==> config.mk <==
export PLATFORM = sky130hd
export DESIGN_NAME = mempak_block_xfer_flat
export DESIGN_NICKNAME = d
export VERILOG_FILES = /design/src/rtl/mempak_pkg.sv /design/src/rtl/mempak_block_xfer_if.sv /design/src/rtl/mempak_crc8.sv /design/src/rtl/mempak_block_xfer.sv /design/src/flat_wrapper.sv
export SDC_FILE = /design/constraint.sdc
export NUM_CORES = 1
export LEC_CHECK = 0
export ABC_CLOCK_PERIOD_IN_PS = 5100
export CORE_UTILIZATION = 40
export CTS_CLUSTER_SIZE = 12
export DETAILED_ROUTE_END_ITERATION = 12
export SYNTH_ARGS = -nofsm -noshare
export SYNTH_HDL_FRONTEND = slang
export SYNTH_HIERARCHICAL = 1
export SYNTH_SLANG_ARGS = --single-unit
==> constraint.sdc <==
create_clock -name clk -period 5.1 [get_ports clk]
set_input_delay 0.51 -clock clk [delete_from_list [all_inputs] [get_ports clk]]
set_output_delay 0.51 -clock clk [all_outputs]
set_load 0.05 [all_outputs]
==> src/rtl/mempak_pkg.sv <==
// Shared types, sizes and the N64 data-CRC byte step for the mempak block-transfer path.
package mempak_pkg;

    localparam int BLOCK_BYTES = 32;
    localparam int HALFWORDS = BLOCK_BYTES / 2;
    localparam logic [7:0] CRC_POLY = 8'h85;
    localparam logic [15:0] MEMPAK_ADDR_LIMIT = 16'h8000;

    typedef enum logic [3:0] {
        IDLE      = 4'd0,
        RD_REQ    = 4'd1,
        RD_WAIT   = 4'd2,
        RD_HI     = 4'd3,
        RD_LO     = 4'd4,
        WR_HI     = 4'd5,
        WR_LO     = 4'd6,
        WR_COMMIT = 4'd7,
        CRC_FIN   = 4'd8,
        DONE      = 4'd9
    } mempak_state_e;

    // Shifts one byte into the CRC, MSB first; feedback taken from the bit shifted out.
    function automatic logic [7:0] crc8_byte_update(input logic [7:0] crc, input logic [7:0] data_byte);
        logic [7:0] c;
        logic       fb;
        c = crc;
        for (int i = 7; i >= 0; i--) begin
            fb = c[7];
            c  = {c[6:0], data_byte[i]};
            if (fb) begin
                c = c ^ CRC_POLY;
            end else begin
                c = c;
            end
        end
        return c;
    endfunction

endpackage

==> src/rtl/mempak_block_xfer_if.sv <==
// Command, byte-stream, CRC and SPRAM-port signals of the mempak block transfer engine.
interface mempak_block_xfer_if;

    logic        cmd_valid;
    logic        cmd_ready;
    logic        cmd_write;
    logic [15:0] cmd_addr;
    logic        wr_byte_valid;
    logic        wr_byte_ready;
    logic [7:0]  wr_byte;
    logic        rd_byte_valid;
    logic        rd_byte_ready;
    logic [7:0]  rd_byte;
    logic        crc_valid;
    logic [7:0]  crc_out;
    logic        busy;
    logic        mem_read_enable;
    logic        mem_write_enable;
    logic [15:0] mem_address;
    logic [15:0] mem_write_data;
    logic [15:0] mem_read_data;

    modport slave (
        input  cmd_valid, cmd_write, cmd_addr, wr_byte_valid, wr_byte, rd_byte_ready, mem_read_data,
        output cmd_ready, wr_byte_ready, rd_byte_valid, rd_byte, crc_valid, crc_out, busy,
               mem_read_enable, mem_write_enable, mem_address, mem_write_data
    );

    modport master (
        output cmd_valid, cmd_write, cmd_addr, wr_byte_valid, wr_byte, rd_byte_ready, mem_read_data,
        input  cmd_ready, wr_byte_ready, rd_byte_valid, rd_byte, crc_valid, crc_out, busy,
               mem_read_enable, mem_write_enable, mem_address, mem_write_data
    );

endinterface

==> src/rtl/mempak_crc8.sv <==
// Running N64 data CRC: synchronous clear, one byte folded in per enabled cycle.
module mempak_crc8
    import mempak_pkg::*;
(
    input  logic       clk,
    input  logic       reset,
    input  logic       clear,
    input  logic       byte_en,
    input  logic [7:0] byte_in,
    output logic [7:0] crc_out
);

    logic [7:0] crc_r;

    // CRC accumulator; clear wins over a same-cycle byte
    always_ff @(posedge clk or posedge reset) begin
        if (reset) begin
            crc_r <= 8'h00;
        end else if (clear) begin
            crc_r <= 8'h00;
        end else if (byte_en) begin
            crc_r <= crc8_byte_update(crc_r, byte_in);
        end else begin
            crc_r <= crc_r;
        end
    end

    assign crc_out = crc_r;

endmodule

==> src/rtl/mempak_block_xfer.sv <==
// Mempak 32-byte block read/write engine: halfword SPRAM accesses, byte streams and data CRC.
module mempak_block_xfer #(
    parameter int BLOCK_BYTES = mempak_pkg::BLOCK_BYTES
) (
    input  logic                clk,
    input  logic                reset,
    mempak_block_xfer_if.slave  bus
);

    import mempak_pkg::*;

    localparam int N_HALF = BLOCK_BYTES / 2;
    localparam int IDX_W = (N_HALF > 1) ? $clog2(N_HALF) : 1;
    localparam logic [IDX_W-1:0] LAST_IDX = IDX_W'(N_HALF - 1);

    mempak_state_e    state_r;
    mempak_state_e    state_next_s;
    logic [15:0]      base_r;
    logic [15:0]      base_next_s;
    logic             oor_r;
    logic             oor_next_s;
    logic [IDX_W-1:0] idx_r;
    logic [IDX_W-1:0] idx_next_s;
    logic [15:0]      hw_buf_r;
    logic [15:0]      hw_buf_next_s;
    logic [15:0]      addr_next_s;
    logic             last_s;
    logic             crc_clear_s;
    logic             crc_en_s;
    logic [7:0]       crc_in_s;
    logic [7:0]       crc_run_s;
    logic             addr_crc_unused_s;

    logic             cmd_ready_r;
    logic             busy_r;
    logic             wr_byte_ready_r;
    logic             rd_byte_valid_r;
    logic [7:0]       rd_byte_r;
    logic             crc_valid_r;
    logic [7:0]       crc_out_r;
    logic             mem_read_enable_r;
    logic             mem_write_enable_r;
    logic [15:0]      mem_address_r;
    logic [15:0]      mem_write_data_r;

    // The low five command address bits carry the console's address CRC, not location
    assign addr_crc_unused_s = ^bus.cmd_addr[4:0];

    // Next state plus next datapath values; outputs are registered from these
    always_comb begin
        state_next_s  = state_r;
        base_next_s   = base_r;
        oor_next_s    = oor_r;
        idx_next_s    = idx_r;
        hw_buf_next_s = hw_buf_r;
        crc_clear_s   = 1'b0;
        crc_en_s      = 1'b0;
        crc_in_s      = 8'h00;
        last_s        = (idx_r == LAST_IDX);
        case (state_r)
            IDLE: begin
                if (bus.cmd_valid) begin
                    base_next_s  = {bus.cmd_addr[15:5], 5'b00000};
                    oor_next_s   = (bus.cmd_addr >= MEMPAK_ADDR_LIMIT);
                    idx_next_s   = {IDX_W{1'b0}};
                    crc_clear_s  = 1'b1;
                    state_next_s = bus.cmd_write ? WR_HI : RD_REQ;
                end else begin
                    state_next_s = IDLE;
                end
            end
            RD_REQ: begin
                state_next_s = RD_WAIT;
            end
            RD_WAIT: begin
                hw_buf_next_s = oor_r ? 16'h0000 : bus.mem_read_data;
                state_next_s  = RD_HI;
            end
            RD_HI: begin
                if (bus.rd_byte_ready) begin
                    crc_en_s     = 1'b1;
                    crc_in_s     = hw_buf_r[15:8];
                    state_next_s = RD_LO;
                end else begin
                    state_next_s = RD_HI;
                end
            end
            RD_LO: begin
                if (bus.rd_byte_ready) begin
                    crc_en_s = 1'b1;
                    crc_in_s = hw_buf_r[7:0];
                    if (last_s) begin
                        state_next_s = CRC_FIN;
                    end else begin
                        idx_next_s   = idx_r + IDX_W'(1'b1);
                        state_next_s = RD_REQ;
                    end
                end else begin
                    state_next_s = RD_LO;
                end
            end
            WR_HI: begin
                if (bus.wr_byte_valid) begin
                    crc_en_s      = 1'b1;
                    crc_in_s      = bus.wr_byte;
                    hw_buf_next_s = {bus.wr_byte, hw_buf_r[7:0]};
                    state_next_s  = WR_LO;
                end else begin
                    state_next_s = WR_HI;
                end
            end
            WR_LO: begin
                if (bus.wr_byte_valid) begin
                    crc_en_s      = 1'b1;
                    crc_in_s      = bus.wr_byte;
                    hw_buf_next_s = {hw_buf_r[15:8], bus.wr_byte};
                    state_next_s  = WR_COMMIT;
                end else begin
                    state_next_s = WR_LO;
                end
            end
            WR_COMMIT: begin
                if (last_s) begin
                    state_next_s = CRC_FIN;
                end else begin
                    idx_next_s   = idx_r + IDX_W'(1'b1);
                    state_next_s = WR_HI;
                end
            end
            CRC_FIN: begin
                state_next_s = DONE;
            end
            DONE: begin
                state_next_s = IDLE;
            end
            default: begin
                state_next_s = IDLE;
            end
        endcase
        addr_next_s = base_next_s + 16'({idx_next_s, 1'b0});
    end

    // State register
    always_ff @(posedge clk or posedge reset) begin
        if (reset) begin
            state_r <= IDLE;
        end else begin
            state_r <= state_next_s;
        end
    end

    // Transfer context: block base, range flag, halfword index and staging buffer
    always_ff @(posedge clk or posedge reset) begin
        if (reset) begin
            base_r   <= 16'h0000;
            oor_r    <= 1'b0;
            idx_r    <= {IDX_W{1'b0}};
            hw_buf_r <= 16'h0000;
        end else begin
            base_r   <= base_next_s;
            oor_r    <= oor_next_s;
            idx_r    <= idx_next_s;
            hw_buf_r <= hw_buf_next_s;
        end
    end

    mempak_crc8 u_crc (
        .clk     (clk),
        .reset   (reset),
        .clear   (crc_clear_s),
        .byte_en (crc_en_s),
        .byte_in (crc_in_s),
        .crc_out (crc_run_s)
    );

    // Output stage decoded one cycle ahead from the next state, so every port is a flop
    always_ff @(posedge clk or posedge reset) begin
        if (reset) begin
            cmd_ready_r        <= 1'b1;
            busy_r             <= 1'b0;
            wr_byte_ready_r    <= 1'b0;
            rd_byte_valid_r    <= 1'b0;
            rd_byte_r          <= 8'h00;
            crc_valid_r        <= 1'b0;
            crc_out_r          <= 8'h00;
            mem_read_enable_r  <= 1'b0;
            mem_write_enable_r <= 1'b0;
            mem_address_r      <= 16'h0000;
            mem_write_data_r   <= 16'h0000;
        end else begin
            cmd_ready_r        <= (state_next_s == IDLE);
            busy_r             <= (state_next_s != IDLE);
            wr_byte_ready_r    <= (state_next_s == WR_HI) || (state_next_s == WR_LO);
            rd_byte_valid_r    <= (state_next_s == RD_HI) || (state_next_s == RD_LO);
            crc_valid_r        <= (state_next_s == DONE);
            mem_read_enable_r  <= (state_next_s == RD_REQ) && !oor_next_s;
            mem_write_enable_r <= (state_next_s == WR_COMMIT) && !oor_next_s;
            mem_address_r      <= ((state_next_s == RD_REQ) || (state_next_s == WR_COMMIT)) ?
                                  addr_next_s : 16'h0000;
            mem_write_data_r   <= (state_next_s == WR_COMMIT) ? hw_buf_next_s : 16'h0000;
            case (state_next_s)
                RD_HI:   rd_byte_r <= hw_buf_next_s[15:8];
                RD_LO:   rd_byte_r <= hw_buf_next_s[7:0];
                default: rd_byte_r <= 8'h00;
            endcase
            // Augmentation byte applied on the way into the held result
            if (state_r == CRC_FIN) begin
                crc_out_r <= crc8_byte_update(crc_run_s, 8'h00);
            end else begin
                crc_out_r <= crc_out_r;
            end
        end
    end

    assign bus.cmd_ready        = cmd_ready_r;
    assign bus.busy             = busy_r;
    assign bus.wr_byte_ready    = wr_byte_ready_r;
    assign bus.rd_byte_valid    = rd_byte_valid_r;
    assign bus.rd_byte          = rd_byte_r;
    assign bus.crc_valid        = crc_valid_r;
    assign bus.crc_out          = crc_out_r;
    assign bus.mem_read_enable  = mem_read_enable_r;
    assign bus.mem_write_enable = mem_write_enable_r;
    assign bus.mem_address      = mem_address_r;
    assign bus.mem_write_data   = mem_write_data_r;

endmodule

==> src/flat_wrapper.sv <==
// flat-port wrapper written by rule: the top's interface ports become plain ports
module mempak_block_xfer_flat import mempak_pkg::*;
#(
    parameter int BLOCK_BYTES = mempak_pkg::BLOCK_BYTES
)
  (clk, reset, bus_cmd_valid, bus_cmd_write, bus_cmd_addr, bus_wr_byte_valid, bus_wr_byte, bus_rd_byte_ready, bus_mem_read_data, bus_cmd_ready, bus_wr_byte_ready, bus_rd_byte_valid, bus_rd_byte, bus_crc_valid, bus_crc_out, bus_busy, bus_mem_read_enable, bus_mem_write_enable, bus_mem_address, bus_mem_write_data);
  mempak_block_xfer_if bus_i ();
  input  logic clk;
  input  logic reset;
  input wire logic [$bits(bus_i.cmd_valid)-1:0] bus_cmd_valid;
  input wire logic [$bits(bus_i.cmd_write)-1:0] bus_cmd_write;
  input wire logic [$bits(bus_i.cmd_addr)-1:0] bus_cmd_addr;
  input wire logic [$bits(bus_i.wr_byte_valid)-1:0] bus_wr_byte_valid;
  input wire logic [$bits(bus_i.wr_byte)-1:0] bus_wr_byte;
  input wire logic [$bits(bus_i.rd_byte_ready)-1:0] bus_rd_byte_ready;
  input wire logic [$bits(bus_i.mem_read_data)-1:0] bus_mem_read_data;
  output wire logic [$bits(bus_i.cmd_ready)-1:0] bus_cmd_ready;
  output wire logic [$bits(bus_i.wr_byte_ready)-1:0] bus_wr_byte_ready;
  output wire logic [$bits(bus_i.rd_byte_valid)-1:0] bus_rd_byte_valid;
  output wire logic [$bits(bus_i.rd_byte)-1:0] bus_rd_byte;
  output wire logic [$bits(bus_i.crc_valid)-1:0] bus_crc_valid;
  output wire logic [$bits(bus_i.crc_out)-1:0] bus_crc_out;
  output wire logic [$bits(bus_i.busy)-1:0] bus_busy;
  output wire logic [$bits(bus_i.mem_read_enable)-1:0] bus_mem_read_enable;
  output wire logic [$bits(bus_i.mem_write_enable)-1:0] bus_mem_write_enable;
  output wire logic [$bits(bus_i.mem_address)-1:0] bus_mem_address;
  output wire logic [$bits(bus_i.mem_write_data)-1:0] bus_mem_write_data;
  assign bus_i.cmd_valid = bus_cmd_valid;
  assign bus_i.cmd_write = bus_cmd_write;
  assign bus_i.cmd_addr = bus_cmd_addr;
  assign bus_i.wr_byte_valid = bus_wr_byte_valid;
  assign bus_i.wr_byte = bus_wr_byte;
  assign bus_i.rd_byte_ready = bus_rd_byte_ready;
  assign bus_i.mem_read_data = bus_mem_read_data;
  assign bus_cmd_ready = bus_i.cmd_ready;
  assign bus_wr_byte_ready = bus_i.wr_byte_ready;
  assign bus_rd_byte_valid = bus_i.rd_byte_valid;
  assign bus_rd_byte = bus_i.rd_byte;
  assign bus_crc_valid = bus_i.crc_valid;
  assign bus_crc_out = bus_i.crc_out;
  assign bus_busy = bus_i.busy;
  assign bus_mem_read_enable = bus_i.mem_read_enable;
  assign bus_mem_write_enable = bus_i.mem_write_enable;
  assign bus_mem_address = bus_i.mem_address;
  assign bus_mem_write_data = bus_i.mem_write_data;
  mempak_block_xfer #(.BLOCK_BYTES(BLOCK_BYTES)) u_core (.clk(clk), .reset(reset), .bus(bus_i));
endmodule
==> impl_metrics.ini <==
[outcome]
status = finished clean

[setup_path]
endpoint = u_core/bus.mem_address[9]
reg2reg_to = u_core/bus.mem_address[9]
slowest_stage = clkdlybuf4s50_1
cp_common_cell = nand2_1
rr_worst_depth = 13
endpoint_kind = register
crit_required_ns = 5.35
worst_path_largest_cell_delay_ns = 0.62
crit_path_start_kind = primary input
reg2reg_setup_slack_ns = 1.47
r2r-start = u_core/state_r[2]
cp.arrival_ns = 3.96
worstPathCellList = clkdlybuf4s50_1, or3b_4, a21oi_2, nand2_1, o21ai_0, ha_1, inv_1, fa_1, nand2_1, nor4_1, a211oi_2, buf_4, a41oi_1, a311oi_1
cp_num_buf_inv = 3
cp_num_cells = 14
critPathLaunch = bus_rd_byte_ready
cp_top_family = compound AO/OA/AOI/OAI gates
crit_type = in -> reg
critPathMaxFanout = 12

[sta]
slew_violations = 0
fin_crit_sh = 0.728
min_period_ns = 3.71
setup_viol = 0
setup_slack_ns = 1.39
rsz0062_at_grt = no
worst_pin_slew_ns = 0.893
hold_viol = 0
fin_tns_setup_ns = 0
max_freq_ghz = 0.270
skew_ns = 0.00782
hold_slack_ns = 0.477
relSlewSlack = 0.397

[clock_tree]
clock_latency_ns = 0.35
clock_sinks = 104
cts-root-buf = clkbuf_16
cts-resized-gates = 0
postCtsSetupBuffers = 0
numCtsBuffers = 9
clkSlewWorstSetupHoldPaths_ns = 0.07
cts_max_path_buffers = 2
cts_tree = done
cts_htree_levels = 3
holdBufCountCts = 0

[route]
firstDrtPassIters = 4
num_vias = 3908
routed_wl_microns = 12300
avgViaCountPerCell = 5.32
drt_iter0_markers = 221
drc = 0
antenna_left = 0
wl_per_cell_microns = 16.7

[floorplan]
pin_count = 101
core_area_sq_um = 12100
num_rows = 40
die_h_microns = 114
die_w_microns = 114
dieArea_sq_um = 13000
start_util = 0.415

[synth]
synth_area_per_cell_sq_um = 10.7
yosysSeqAreaShare = 0.518
yosysTopAreaCell = dfrtp_1
synth-seq-cells = 104
async_reset_ff_frac = 1.00
synth_top_cells_by_area = dfrtp_1, nand2_1, xnor2_1
synth_top_cell_area_share = 0.513
synth_area_sq_um = 5030
synth_edf_count = 0
ys.flop_type = dfrtp_1
yosys_warnings = 6
synth.distinct_cells = 73
syn_nets = 523
syn_inst = 472

[finish]
drive_gt1_frac = 0.0864
final_common_cell = dfrtp_1
layout_common_cells = dfrtp_1, clkdlybuf4s50_1, nand2_1, nor2_1, xnor2_1
nNetsFinal = 613
fin_cells = 735
diodes = 0
area_growth_pct = 27.5

[global_route]
grt-ovfl-total = 0
grt_antenna_before_repair = 0
grt_pass1_wl_microns = 19800
grt_usage = 0.200
grt_pass1_vias = 3849
grt_max_degree = 56

[pwr]
ir_drop_mv = 0.244
p_leak_nw = 2.79
powerDensity_nw_per_um2 = 640

[placement]
dp_cells = 719
hpwl_microns = 8710
port_buffers = 95
place.gp.congestion = 0.841
dpl_worst_slack_ns = 1.07

[min_path]
hp-class = reg -> reg

[run]
maxCapViolations = 0
==> metrics by stage <==
stage / area [sq um] / util / total power [W]
2_1_floorplan: 5030 / - / 0.00291
3_3_place_gp: 6110 / 0.505 / 0.00339
6_report: 6410 / 0.529 / 0.00410
4_1_cts: 6410 / 0.529 / 0.00413
5_1_grt: 6410 / 0.529 / 0.00437
3_5_place_dp: 6110 / 0.505 / 0.00343
==> layer usage <==
layer / wire length [microns] / GRT usage / vias to the layer above
li1: - / - / 1878
met1: 5380 / 0.270 / 1912
met2: 6030 / 0.316 / 106
met3: 664 / 0.0344 / 12
met4: 186 / 0.0892 / 0
met5: 0 / 0 / -
==> cells in the mapped netlist, types with 2 or more instances <==
| cell type | number |
|---|---|
| o2bb2ai_1 | 8 |
| a22o_1 | 2 |
| nor2b_1 | 3 |
| o31ai_1 | 2 |
| nor4_1 | 2 |
| o22ai_1 | 4 |
| a221o_1 | 16 |
| ha_1 | 4 |
| inv_1 | 22 |
| a211oi_1 | 4 |
| nand3_1 | 9 |
| a31oi_1 | 6 |
| and3_1 | 5 |
| a41o_1 | 2 |
| or2_2 | 6 |
| buf_2 | 5 |
| nor3_1 | 11 |
| or3_1 | 2 |
| nor4bb_1 | 2 |
| mux2i_1 | 7 |
| nand4_1 | 5 |
| buf_4 | 4 |
| xnor2_1 | 22 |
| a21oi_1 | 11 |
| o31a_1 | 2 |
| a21o_1 | 2 |
| xor2_1 | 9 |
| nand2b_1 | 5 |
| a221oi_1 | 8 |
| nor2_1 | 47 |
| o21ai_0 | 11 |
| mux2_2 | 4 |
| a311oi_1 | 4 |
| and2_1 | 8 |
| clkbuf_1 | 9 |
| dfrtp_1 | 103 |
| xnor3_1 | 2 |
| buf_6 | 2 |
| clkinv_1 | 2 |
| nand2_1 | 57 |
==> report_power, final <==
group / total, W / internal [W] / switching [W]
Clock: 0.000685 / 0.000348 / 0.000337
Combinational: 0.00212 / 0.000868 / 0.00126
Sequential: 0.00129 / 0.00108 / 0.000211
Total: 0.00410 / 0.00230 / 0.00180
==> sequential cells by signal, indices dropped and copies added (netlist names), 4 cells and up, named ones only <==
register                   count
u_core/base_r                 16
u_core/bus.rd_byte             8
u_core/bus.mem_write_data     16
u_core/u_crc/crc_out           8
u_core/bus.mem_address        16
u_core/hw_buf_r               16
u_core/bus.crc_out             8
u_core/state_r                 4
==> kinds of logic (layout without fill, tap and decap cells) <==
| group | count (synthesis) | after routing | synth area share |
|---|---|---|---|
| buf+inv | 45 | 140 | 0.0408 |
| flops | 104 | 104 | 0.518 |
| xor+xnor | 35 | 35 | 0.0729 |
| compound gates | 99 | 99 | 0.162 |
| fa+ha+maj | 6 | 6 | 0.0159 |
| simple gates | 172 | 172 | 0.167 |
| mux | 11 | 11 | 0.0229 |
==> worst min-delay path, delay by kind of cell (launching register included) <==
family / cells / cell delay [ns]
AOI/OAI and AO/OA: 1 / 0.06
DFF: 1 / 0.34
and+or+nand+nor: 1 / 0.04
==> worst min-delay path by stage <==
stage	slack [ns]	end	cells past startpoint	from
after global placement	0.46	u_core/bus.crc_out[0]	2	u_core/bus.crc_out[0]
final	0.48	u_core/bus.crc_out[0]	2	u_core/bus.crc_out[0]
after global routing	0.50	u_core/bus.crc_out[7]	2	u_core/bus.crc_out[7]
after floorplan	0.33	u_core/u_crc/crc_out[0]	1	reset
after detailed placement	0.47	u_core/bus.crc_out[7]	2	u_core/bus.crc_out[7]
after CTS	0.49	u_core/bus.crc_out[7]	2	u_core/bus.crc_out[7]
==> area by class of cell <==
cell class                 count  area (sq um)
clock buffer                   9           225
clock inverter                 7          70.1
fill                        1124          5700
inverter                      24          92.6
multi-input combinational    323          2220
sequential                   104          2600
tap                          168           210
timing repair buffer         100           988
No activity file was read; power rests on OpenSTA's default activity.
